**src/rtl/bcd_binario_pkg.sv**
```systemverilog
// bcd_pkg: shared constants, FSM state encodings and the BCD validity helper
// used by the bcd_binario converter.
//   NUM_DIGITOS / LARGURA_BCD : three packed BCD digits, 12 bits
//   LARGURA_BIN               : 8-bit binary result
//   N_SHIFTS                  : one shift per result bit
//   IDLE / SHIFT / DONE       : FSM state encodings
package bcd_pkg;

  localparam int NUM_DIGITOS = 3;
  localparam int LARGURA_BCD = 12;
  localparam int LARGURA_BIN = 8;
  localparam int N_SHIFTS    = 8;

  localparam logic [1:0] IDLE  = 2'd0;
  localparam logic [1:0] SHIFT = 2'd1;
  localparam logic [1:0] DONE  = 2'd2;

  // True when every nibble of the packed BCD word is a decimal digit (0-9).
  function automatic logic bcd_valido(input logic [LARGURA_BCD-1:0] valor);
    logic ok;
    ok = 1'b1;
    for (int i = 0; i < NUM_DIGITOS; i++) begin
      if (valor[4*i +: 4] > 4'd9) ok = 1'b0;
    end
    return ok;
  endfunction

endpackage

```
**src/rtl/bcd_binario_corretor.sv**
```systemverilog
// corretor_digito: per-digit correction step of reverse double-dabble.
// After a right shift a digit that reads 8 or more received a borrowed bit
// worth 8 from the next digit up, but that bit was really worth 5 in decimal
// terms; subtracting 3 restores a proper BCD digit.
//   d_in  : 4-bit digit after the shift
//   d_out : corrected digit
module corretor_digito (
  input  logic [3:0] d_in,
  output logic [3:0] d_out
);

  assign d_out = (d_in >= 4'd8) ? (d_in - 4'd3) : d_in;

endmodule

```
**src/rtl/bcd_binario.sv**
```systemverilog
// bcd_binario: sequential 3-digit packed BCD (000-255) to 8-bit binary
// converter using reverse double-dabble, one shift per clock.
//   clk     : clock, rising edge
//   rst     : asynchronous active-high reset
//   start   : conversion request, sampled only while idle
//   bcd_in  : {hundreds, tens, units} packed BCD
//   binario : result, held until a new result is produced
//   busy    : high whenever the FSM is not idle
//   done    : one-cycle pulse when binario/erro are valid
//   erro    : invalid input flag of the last conversion
// Optional feature: define BCD_BIN_CHECK_EN to build the input digit check
// and the >255 overflow check; otherwise erro is tied low and overflowing
// values return value mod 256.
module bcd_binario
  import bcd_pkg::*;
(
  input  logic                   clk,
  input  logic                   rst,
  input  logic                   start,
  input  logic [LARGURA_BCD-1:0] bcd_in,
  output logic [LARGURA_BIN-1:0] binario,
  output logic                   busy,
  output logic                   done,
  output logic                   erro
);

  logic [1:0]             state;
  logic [LARGURA_BCD-1:0] bcd_reg;
  logic [LARGURA_BIN-1:0] bin_reg;
  logic [LARGURA_BIN-1:0] binario_reg;
  logic [2:0]             cnt;

  logic [LARGURA_BCD-1:0] shifted_bcd;
  logic [LARGURA_BIN-1:0] shifted_bin;
  logic [LARGURA_BCD-1:0] corrigido;

  // The {bcd_reg, bin_reg} pair shifts right as one word: the LSB of the
  // BCD part falls into the MSB of the binary part.
  assign shifted_bcd = {1'b0, bcd_reg[LARGURA_BCD-1:1]};
  assign shifted_bin = {bcd_reg[0], bin_reg[LARGURA_BIN-1:1]};

  for (genvar g = 0; g < NUM_DIGITOS; g++) begin : g_corretor
    corretor_digito u_corretor (
      .d_in  (shifted_bcd[4*g +: 4]),
      .d_out (corrigido[4*g +: 4])
    );
  end

`ifdef BCD_BIN_CHECK_EN
  logic erro_reg;
`endif

  always_ff @(posedge clk or posedge rst) begin
    if (rst) begin
      state       <= IDLE;
      bcd_reg     <= '0;
      bin_reg     <= '0;
      binario_reg <= '0;
      cnt         <= '0;
`ifdef BCD_BIN_CHECK_EN
      erro_reg    <= 1'b0;
`endif
    end else begin
      case (state)
        IDLE: begin
          if (start) begin
            bcd_reg <= bcd_in;
            bin_reg <= '0;
            cnt     <= '0;
`ifdef BCD_BIN_CHECK_EN
            // Non-decimal digits skip the shifting entirely.
            if (!bcd_valido(bcd_in)) begin
              state       <= DONE;
              binario_reg <= '0;
              erro_reg    <= 1'b1;
            end else begin
              state <= SHIFT;
            end
`else
            state <= SHIFT;
`endif
          end
        end
        SHIFT: begin
          bcd_reg <= corrigido;
          bin_reg <= shifted_bin;
          cnt     <= cnt + 3'd1;
          if (cnt == 3'(N_SHIFTS - 1)) begin
            state <= DONE;
`ifdef BCD_BIN_CHECK_EN
            // Anything left in the BCD part after eight shifts is the
            // multiple of 256 that did not fit the result.
            if (corrigido != '0) begin
              binario_reg <= '0;
              erro_reg    <= 1'b1;
            end else begin
              binario_reg <= shifted_bin;
              erro_reg    <= 1'b0;
            end
`else
            binario_reg <= shifted_bin;
`endif
          end
        end
        DONE: begin
          state <= IDLE;
        end
        default: begin
          state <= IDLE;
        end
      endcase
    end
  end

  assign binario = binario_reg;
  assign busy    = (state != IDLE);
  assign done    = (state == DONE);

`ifdef BCD_BIN_CHECK_EN
  assign erro = erro_reg;
`else
  assign erro = 1'b0;
`endif

endmodule

```
**config.mk**
```make
export PLATFORM = sky130hd
export DESIGN_NAME = bcd_binario
export DESIGN_NICKNAME = d
export VERILOG_FILES = /design/src/rtl/bcd_binario_pkg.sv /design/src/rtl/bcd_binario_corretor.sv /design/src/rtl/bcd_binario.sv
export SDC_FILE = /design/constraint.sdc
export NUM_CORES = 1
export LEC_CHECK = 0
export CORE_ASPECT_RATIO = 0.75
export CORE_MARGIN = 8
export CORE_UTILIZATION = 55
export CTS_CLUSTER_DIAMETER = 60
export CTS_CLUSTER_SIZE = 20
export DETAILED_ROUTE_END_ITERATION = 7
export PLACE_DENSITY = 0.83
export SLEW_MARGIN = 40
export SYNTH_ARGS = -nofsm -noshare
export SYNTH_HDL_FRONTEND = slang
export SYNTH_HIERARCHICAL = 1
export SYNTH_SLANG_ARGS = --single-unit
```
**constraint.sdc**
```tcl
create_clock -name clk -period 4.56 [get_ports clk]
set_clock_uncertainty 0.15 [all_clocks]
set_input_delay 0.456 -clock clk [delete_from_list [all_inputs] [get_ports clk]]
set_output_delay 0.456 -clock clk [all_outputs]
set_load 0.01 [all_outputs]
```
==> results.cfg <==
[cells_and_area]
nNetsFinal = 182
n_antenna_cell = 0
area_delta_synth_final_pct = 21.9
fillers = 223
largest_reg_flops = 12
drive_above_1_share_pct = 20.6

[power_and_ir_drop]
power_density_nw_per_um2 = 695
power_frac_seq_pct = 40.3
combinationalPowerShare_pct = 40.7
p_leak_uw = 0.000918
peakVddDrop_mv = 0.342
internal_power_uw = 928
p_sw_uw = 470
p_clk_share_pct = 18.9
switching_share_pct = 33.6

[sta]
finalCritPeriodShare_pct = 51.5
setup_ws_ns = 2.21
tns_ns = 0
finalHoldViolCount = 0
report.final.slew_viol_count = 0
max_freq_mhz = 426
worstMarginPinSlew_ns = 0.637
finalSetupViolCount = 0
period_needed_ns = 2.35
slew_headroom_pct = 57.4
rsz0062_at_grt = no

[clocking]
cts_buffers = 5
cts_max_path_buffers = 2
postCtsSetupBuffers = 0
h-tree-depth = 2
postCtsHoldBufs = 0
post_cts_resized = 0
insertion_delay_ns = 0.28
path_clk_slew_ns = 0.07
cts_tree = done
cts.sinks = 32
root_buffer = clkbuf_8

[detailed_routing]
dr.first_iter.drc_count = 47
ant_nets = 0
vias_per_cell = 5.63
vias = 1115
routed_wl_um = 3170
route.detailed.drc = 0
firstDrtPassIters = 4
wl_per_cell_um = 16.0

[global_routing]
grt_pass1_wl_um = 5390
antenna_found_initial = 0
grt_start_max_net_pins = 33
grt_pass1_vias = 1137
grt-ovfl-total = 0
grtUsageTotal_pct = 13.6

[setup_path]
worstPathRequired_ns = 3.95
worst_ep_arrival_time_ns = 1.74
startpoint = state[0]
worstRegToRegCells = 2
end_kind = output port
worst-path-max-fanout = 21
critPathSlowestCell = dfrtp_1
cpPeakStageDelay_ns = 0.60
critPathKind = flip-flop to output port
reg2reg_to = bcd_reg[4]
path_cells = or2_2 > clkdlybuf4s50_1
cp-endpoint = busy
regToRegStartpoint = state[0]
r2r_setup_slack_ns = 2.75
start_kind = flip-flop

[synthesis]
synth_top_area_cell = dfrtp_1
synth_ff_type = dfrtp_1
synth-async-reset-ratio_pct = 100
avgSynthCellArea_um2 = 12.6
synth_common_cells = dfrtp_1, o221a_2, or4b_1, a22o_1
synthAdderAreaFrac_pct = 6.07
ys_types = 26
synth_edf_count = 0
yosysMostFrequentCell = dfrtp_1
synth_seq_area_share_pct = 48.5
syn_inst = 131
synth_top_family_by_area = compound AO/OA/AOI/OAI gates
synthSimpleGateAreaFrac_pct = 13.9
yosys_warnings = 6
synth-seq-cells = 32
synth_area_um2 = 1650
synth_area_leaders = dfrtp_1, o221a_2, or4b_1
synth_compound_area_share_pct = 16.4
yosysTopAreaCellShare_pct = 48.5
synth-xor-area-share_pct = 3.18
synthMuxAreaShare_pct = 6.07

[floorplan]
fp-row-count = 17
die_w_um = 79.3
core-area_um2 = 2890
ioPinCount = 26
die_area_um2 = 5030
start_util_pct = 57.1
die_h_um = 63.4

[outcome]
run_status = finished, final reports clean

[place]
gp_congestion = 0.791
numPortBuffers = 24
hpwl_um = 2230
pre_cts_slack_ns = 2.43

[min_path]
hold_class = flip-flop to flip-flop

[run]
cap_violations = 0
[cell usage in the layout (no fill, tap or decap), drive strengths merged]
cell / instances
a21oi: 4
nand3b: 1
xnor2: 3
clkbuf: 5
or2b: 1
bufinv: 1
nand2b: 5
nor2b: 4
o21bai: 1
nand2: 3
o221a: 12
or4b: 12
clkinv: 1
clkinvlp: 1
or2: 1
o21ba: 1
dfrtp: 32
xor2: 3
mux2i: 1
conb: 6
and2b: 1
o21ai: 3
clkdlybuf4s50: 24
inv: 8
mux2: 8
ha: 8
buf: 1
a22o: 9
[layout make-up]
| class | count | area, µm² | area share, % |
|---|---|---|---|
| clock buffer | 5 | 68.8 | 3.42 |
| timing repair buffer | 25 | 248 | 12.3 |
| clock inverter | 3 | 42.5 | 2.11 |
| tap | 38 | 47.5 | 2.36 |
| sequential | 32 | 801 | 39.8 |
| multi-input combinational | 87 | 774 | 38.5 |
| inverter | 8 | 30.0 | 1.49 |
[power groups by stage]
stage	combinational (µW)	clock, µW	sequential (µW)
floorplan	444	0	529
global placement	546	0	555
detailed placement	573	0	563
CTS	577	273	562
global route	630	284	583
finish	570	265	564
[layer usage]
layer	GRT usage (%)	wire, µm	vias up
li1	-	-	532
met1	17.0	1490	545
met2	20.5	1540	34
met3	4.25	106	4
met4	6.91	36	0
met5	0	0	-
[stage by stage]
step	util [%]	instance area, µm²	std cells	power [µW]	hold WS [ns]
floorplan	-	1670	136	974	0.307
global placement	65.7	1900	190	1100	0.323
detailed placement	65.7	1900	190	1140	0.343
CTS	69.6	2010	198	1410	0.354
global route	69.6	2010	198	1500	0.360
finish	69.6	2010	198	1400	0.348
[logic make-up after synthesis]
group	count (synthesis)
other	1
xor gates and xnor gates	6
and+or+nand+nor	28
adders and majority gates	8
muxes	9
AOI/OAI and AO/OA	30
DFF	32
buffers and inverters	17
[worst min-delay path by stage]
stage,startpoint,to,slack [ns],depth (start not counted)
final,cnt[0],cnt[0],0.35,1
after global routing,cnt[0],cnt[0],0.36,1
after CTS,cnt[0],cnt[0],0.35,1
after detailed placement,binario[4],binario[4],0.34,1
after global placement,cnt[0],cnt[0],0.32,1
after floorplan,cnt[0],cnt[0],0.31,1
[worst max-delay path: cells and delay by family, from the launching register on]
kind	cells	cell delay, ns
DFF	1	0.60
buffers and inverters	1	0.48
and+or+nand+nor	1	0.38
Power figures use the tool's default switching activity.
